File: src/rtl/mem_arb_pkg.sv
// Shared definitions for the RAM port arbiter: size codes, FSM states,
// requester identifiers and the default MOC timeout.
package mem_arb_pkg;

    // MS_2_0 size codes understood by ram256x8
    localparam logic [2:0] SIZE_BYTE = 3'b000;
    localparam logic [2:0] SIZE_HALF = 3'b001;
    localparam logic [2:0] SIZE_WORD = 3'b010;

    // Cycles allowed in STROBE without MOC before the access is aborted
    localparam int DEFAULT_TIMEOUT = 15;

    typedef enum logic [1:0] {
        ST_IDLE    = 2'b00,
        ST_SETUP   = 2'b01,
        ST_STROBE  = 2'b10,
        ST_RELEASE = 2'b11
    } arb_state_t;

    typedef enum logic {
        SRC_FETCH = 1'b0,
        SRC_DATA  = 1'b1
    } arb_src_t;

    // The RAM has no encoding with both low size bits set
    function automatic logic size_is_legal(input logic [2:0] size);
        return size[1:0] != 2'b11;
    endfunction

endpackage

File: src/rtl/mem_arb_rr.sv
// Two-input round-robin picker. On a tie the requester that was not served
// last wins; a lone request always wins. The last-served flag resets to
// input b so input a takes the first tie.
module mem_arb_rr (
    input  logic clk,
    input  logic reset,
    input  logic req_a,
    input  logic req_b,
    input  logic take,
    output logic gnt_a,
    output logic gnt_b
);

    logic last_b;

    assign gnt_a = req_a && (!req_b || last_b);
    assign gnt_b = req_b && (!req_a || !last_b);

    // Remember who was served when the grant is actually taken
    always_ff @(posedge clk) begin
        // NOTE: flops use non-blocking assignments so every register samples
        // pre-edge values, independent of the order the blocks are evaluated.
        if (reset) begin
            last_b <= 1'b1;
        end else if (take && (gnt_a || gnt_b)) begin
            last_b <= gnt_b;
        end
    end

endmodule

File: src/rtl/mem_port_arbiter.sv
// Shares the single MOV/MOC port of ram256x8 between instruction fetch and
// load/store. Each access runs IDLE -> SETUP -> STROBE -> RELEASE: fields are
// presented with MOV low for a cycle, MOV is held until MOC (or timeout),
// then MOV drops and the port waits for MOC to fall before going idle again.
module mem_port_arbiter
    import mem_arb_pkg::*;
#(
    parameter int TIMEOUT = DEFAULT_TIMEOUT
) (
    input  logic        CLK,
    input  logic        RESET,
    input  logic        if_req,
    input  logic [31:0] if_addr,
    output logic        if_ack,
    output logic [31:0] if_rdata,
    input  logic        d_req,
    input  logic        d_rw,
    input  logic [2:0]  d_size,
    input  logic [31:0] d_addr,
    input  logic [31:0] d_wdata,
    output logic        d_ack,
    output logic [31:0] d_rdata,
    output logic        err,
    output logic        MOV,
    output logic        ReadWrite,
    output logic [2:0]  MS_2_0,
    output logic [31:0] DataIn,
    output logic [31:0] Address,
    input  logic        MOC,
    input  logic [31:0] DataOut
);

    localparam int CNT_W = (TIMEOUT < 1) ? 1 : $clog2(TIMEOUT + 1);
    localparam logic [CNT_W-1:0] CNT_LAST = CNT_W'(TIMEOUT);

    arb_state_t       state;
    arb_state_t       state_next;
    arb_src_t         src;
    logic [CNT_W-1:0] strobe_cnt;
    logic             gnt_fetch;
    logic             gnt_data;
    logic             grant;
    logic             size_ok;
    logic             strobe_end;

    mem_arb_rr u_rr (
        .clk   (CLK),
        .reset (RESET),
        .req_a (if_req),
        .req_b (d_req),
        .take  (grant),
        .gnt_a (gnt_fetch),
        .gnt_b (gnt_data)
    );

    assign size_ok    = size_is_legal(d_size);
    // MOC has priority: a response in the last allowed cycle still succeeds
    assign strobe_end = MOC || (strobe_cnt == CNT_LAST);

    // State register
    always_ff @(posedge CLK) begin
        if (RESET) begin
            state <= ST_IDLE;
        end else begin
            state <= state_next;
        end
    end

    // Next-state logic; an illegal data size skips the RAM entirely
    always_comb begin
        // NOTE: every output of this block gets a default first, so no path
        // leaves a value unassigned and no latch is inferred.
        state_next = state;
        grant      = 1'b0;
        case (state)
            ST_IDLE: begin
                if (if_req || d_req) begin
                    grant      = 1'b1;
                    state_next = (gnt_data && !size_ok) ? ST_RELEASE : ST_SETUP;
                end
            end
            ST_SETUP:   state_next = ST_STROBE;
            ST_STROBE:  if (strobe_end) state_next = ST_RELEASE;
            ST_RELEASE: if (!MOC) state_next = ST_IDLE;
            default:    state_next = ST_IDLE;
        endcase
    end

    // RAM-facing fields, strobe counter, acks and read-data capture
    always_ff @(posedge CLK) begin
        if (RESET) begin
            src        <= SRC_DATA;
            strobe_cnt <= '0;
            MOV        <= 1'b0;
            ReadWrite  <= 1'b1;
            MS_2_0     <= 3'b000;
            Address    <= '0;
            DataIn     <= '0;
            if_ack     <= 1'b0;
            d_ack      <= 1'b0;
            err        <= 1'b0;
            if_rdata   <= '0;
            d_rdata    <= '0;
        end else begin
            // acks and err are single-cycle pulses
            if_ack <= 1'b0;
            d_ack  <= 1'b0;
            err    <= 1'b0;
            case (state)
                ST_IDLE: begin
                    if (grant) begin
                        if (gnt_fetch) begin
                            src       <= SRC_FETCH;
                            ReadWrite <= 1'b1;
                            MS_2_0    <= SIZE_WORD;
                            Address   <= if_addr;
                        end else if (size_ok) begin
                            src       <= SRC_DATA;
                            ReadWrite <= d_rw;
                            MS_2_0    <= d_size;
                            Address   <= d_addr;
                            DataIn    <= d_wdata;
                        end else begin
                            src   <= SRC_DATA;
                            d_ack <= 1'b1;
                            err   <= 1'b1;
                        end
                    end
                end
                ST_SETUP: begin
                    MOV        <= 1'b1;
                    strobe_cnt <= '0;
                end
                ST_STROBE: begin
                    if (strobe_end) begin
                        MOV <= 1'b0;
                        err <= !MOC;
                        if (src == SRC_FETCH) begin
                            if_ack <= 1'b1;
                        end else begin
                            d_ack <= 1'b1;
                        end
                        // A timed-out read returns zero rather than stale data
                        if (ReadWrite) begin
                            if (src == SRC_FETCH) begin
                                if_rdata <= MOC ? DataOut : '0;
                            end else begin
                                d_rdata <= MOC ? DataOut : '0;
                            end
                        end
                    end else begin
                        strobe_cnt <= strobe_cnt + CNT_W'(1);
                    end
                end
                default: ;
            endcase
        end
    end

endmodule

File: config.mk
export PLATFORM = sky130hd
export DESIGN_NAME = mem_port_arbiter
export DESIGN_NICKNAME = d
export VERILOG_FILES = /design/src/rtl/mem_arb_pkg.sv /design/src/rtl/mem_arb_rr.sv /design/src/rtl/mem_port_arbiter.sv
export SDC_FILE = /design/constraint.sdc
export NUM_CORES = 1
export LEC_CHECK = 0
export ABC_AREA = 1
export BUFFER_PORTS_ARGS = -buffer_cell sky130_fd_sc_hd__buf_2
export CORE_ASPECT_RATIO = 0.6
export CORE_MARGIN = 3
export CORE_UTILIZATION = 35
export CTS_CLUSTER_SIZE = 20
export DETAILED_ROUTE_END_ITERATION = 10
export PLACE_DENSITY_LB_ADDON = 0.1
export SLEW_MARGIN = 5
export SYNTH_ARGS = -nofsm -noshare
export SYNTH_HDL_FRONTEND = slang
export SYNTH_SLANG_ARGS = --single-unit
File: constraint.sdc
create_clock -name CLK -period 1.5 [get_ports CLK]
set_clock_uncertainty 0.15 [all_clocks]
set_input_delay 0.3 -clock CLK [delete_from_list [all_inputs] [get_ports CLK]]
set_output_delay 0.3 -clock CLK [all_outputs]
set_load 0.01 [all_outputs]
==> run metrics <==
top post-synthesis cells by area dfxtp_1, nand2_1, nor2_1; Final Hold Viols 0; Area Growth Syn to Fin 54.8%; Vias 7144; cell area after synthesis approximately 6700 um^2; Max H-tree Level 4; clk_lat worst skew 0.41 ns; Final Critical Period ~1.6 ns; Core Rows 38; Psw roughly 6.2 mW; Synth cell types 23; Crit. End Element flip-flop; Slowest cell on crit path dfxtp_4; Int Power 10.6 mW; r2r setup slk -0.08 ns; routability congestion estimate 0.758; area leader, netlist dfxtp_1; Clk pin slew, worst setup/hold paths about 0.07 ns; Leakage 5.76 nW; WL/cell 13.1 um; syn nets approximately 1200; IO Port Bufs 272; die width 184 um; core area 18400 um^2; crit path launch type flip-flop; Post-DP HPWL 13700 um; GRT Total Usage 18.8%; critical path's top delay family buffers and inverters; largest stage delay on the critical path 0.36 ns; Clk pwr share a little over a quarter; vias in the first global route ~6500; failing checks negative setup slack; path depth of the worst reg2reg path 10; Hold Crit Endpoint ReadWrite$_SDFFE_PP1P_; max_cap viols 0; Longest Clk Path Bufs 2; slack of the critical path -0.0750 ns; CTS root buf clkbuf_16; Setup Crit Path Kind reg2reg; worst slack, placed -0.112 ns; Max VDD drop roughly 900 uV; top-level I/O count 273; placed standard-cell area 8480 um^2; # DRC 0; final wirelength 21700 um; Slew Limit Fails 0; Post-DRT Antenna Nets 0; sequential fraction of the synthesis area 43.1%; Slew HR around 80%; Antenna diodes 0; period utilisation layout 105%; layout cell share with drive strength beyond 1 32.4%; Critical Path Fanout Max 8; Starting Density 36.3%; WP data required 1.71 ns; Nets 1545; DR iter-0 viols 399; post-route design area 10300 um^2; GR Overflow Total 0; Seq pwr share 30.7%; switching share of power 37.0%; reg-to-reg critical path startpoint state[1]$_SDFFE_PP0P_; Hold Path Origin d_rw; initial antenna violation count 1; Max Clk Rate 635 MHz; Setup Viol. Count Final 72; clk sinks 144; Min-Delay Path Class in2reg; cell area power density 1620 nW/um^2; Critical path buffers and inverters 4; #FFs+latches synth 144; CTS buffer count 17; synthesized instance count 1070; DR vias/cell 4.31; Die Span Y 113 um; largest net degree at the start of global routing 53; actual slew at the worst max-slew pin between 0.2 and 0.3 ns; Yosys top cell area share 43.1%; critical-path cell list inv_4 -> ha_4 -> nand2_2 -> inv_2 -> nand2_4 -> nor2_4 -> buf_12 -> clkbuf_16 -> o21ai_2 -> nor2_1; Mean Syn Cell Area between 6 and 7 um^2; Synth Warn # 0; Die ar. 20800 um^2; RSZ-0062 raised after global routing true; RR Endpoint DataIn[4]$_SDFFE_PP0P_; DR pass1 iterations 5; TritonCTS clock tree yes; first-pass GRT wire length 31900 um; Hold Path Depth 4; status finished, violations left; WP data arrival 1.78 ns; Setup TNS Final -1.87 ns; combinational power share 43.0%
==> tightest hold or removal path, delay by kind of cell <==
family	cells	cell delay, ns
buffers and inverters	1	0.07
and+or+nand+nor	3	0.20
==> layout by cell type (no fill, tap or decap), drive strengths merged <==
cell,n
o21ai,35
ha,5
a21boi,1
nand4,38
nor2,238
or2,1
inv,174
nand2,363
clkinvlp,4
a21oi,7
clkbuf,30
dfxtp,144
bufinv,2
nand3,14
buf,327
dlygate4sd3,33
==> cell type report <==
| class | instances | area (um^2) |
|---|---|---|
| Fill cell | 1797 | 8060 |
| Inverter | 166 | 633 |
| Multi-Input combinational cell | 702 | 3240 |
| Clock buffer | 18 | 439 |
| Sequential cell | 144 | 2890 |
| Timing Repair Buffer | 372 | 2680 |
| Tap cell | 240 | 300 |
| Clock inverter | 14 | 168 |
==> cells by family after synthesis <==
| logic type | after synthesis | share of synthesized area (%) |
|---|---|---|
| AND/OR/NAND/NOR | 653 | 38.6 |
| buffers and inverters | 225 | 14.0 |
| flip-flops | 144 | 43.1 |
| AO/OA/AOI/OAI | 43 | 3.26 |
| adder cells (fa/ha/maj) | 5 | 0.936 |
==> worst max path at each step <==
stage                                     start                    endpoint  slack (ns)  depth (start not counted)
final                     state[1]$_SDFFE_PP0P_      DataIn[4]$_SDFFE_PP0P_       -0.08                         10
after detailed placement  state[1]$_SDFFE_PP0P_      DataIn[0]$_SDFFE_PP0P_       -0.11                         10
after floorplan           state[0]$_SDFFE_PP0P_  strobe_cnt[0]$_SDFFE_PP0P_       -0.04                          9
after global placement    state[0]$_SDFFE_PP0P_     DataIn[15]$_SDFFE_PP0P_       -0.06                         10
after global routing      state[0]$_SDFFE_PP0P_      DataIn[4]$_SDFFE_PP0P_       -0.14                         10
after CTS                 state[0]$_SDFFE_PP0P_    d_rdata[16]$_SDFFE_PP0P_       0.003                          7
==> Yosys cell counts <==
| library cell | number |
|---|---|
| a21oi_1 | 7 |
| ha_1 | 5 |
| inv_1 | 161 |
| buf_4 | 3 |
| o21ai_0 | 29 |
| nand3_1 | 12 |
| o21ai_1 | 6 |
| nand2_1 | 361 |
| clkbuf_2 | 2 |
| inv_2 | 4 |
| buf_2 | 27 |
| nand2_2 | 1 |
| or2_2 | 1 |
| nor2_1 | 237 |
| buf_1 | 7 |
| clkinv_1 | 1 |
| nor2_2 | 1 |
| nand3_2 | 2 |
| clkbuf_1 | 14 |
| a21boi_0 | 1 |
| dfxtp_1 | 144 |
| nand4_1 | 38 |
| buf_6 | 6 |
==> through the flow <==
| step | cells | hold WS [ns] | util (%) | power, mW |
|---|---|---|---|---|
| detailed placement | 1564 | 0.306 | 46.1 | 10.4 |
| CTS | 1631 | 0.0219 | 51.9 | 15.2 |
| finish | 1656 | 0.0386 | 56.2 | 16.8 |
| global route | 1656 | 0.0483 | 56.2 | 17.9 |
| floorplan | 1070 | 0.285 | - | 8.39 |
| global placement | 1564 | 0.300 | 46.1 | 10.4 |
==> registers in the layout (all words and copies together), names as in the netlist <==
signal,flops
ReadWrite,1
Address,32
MS_2_0,3
err,1
src,1
state,2
if_ack,1
DataIn,32
MOV,1
u_rr.last_b,1
strobe_cnt,4
d_ack,1
if_rdata,32
d_rdata,32
==> per-layer routing <==
layer	wire length, um	global-route usage [%]
met1	10700	26.5
met2	9340	28.2
met3	1520	5.85
met4	153	4.43
met5	13	0
==> power by group through the flow <==
stage	Sequential (mW)	Clock (mW)	Combinational [mW]
finish	5.16	4.40	7.22
global route	5.26	4.70	7.99
CTS	5.10	4.51	5.55
detailed placement	5.16	0	5.24
global placement	5.14	0	5.23
floorplan	5.52	0	2.87
==> repair_timing <==
action                                  in CTS  in global routing
cloned                                       2                 19
pin swaps                                    3                 35
hold endpoints to repair                    33                  0
endpoints found under the setup margin     141                140
resized for setup                           24                127
buffers inserted                             0                  6
hold buffers                                33                  0
No activity file was read; power rests on OpenSTA's default activity.
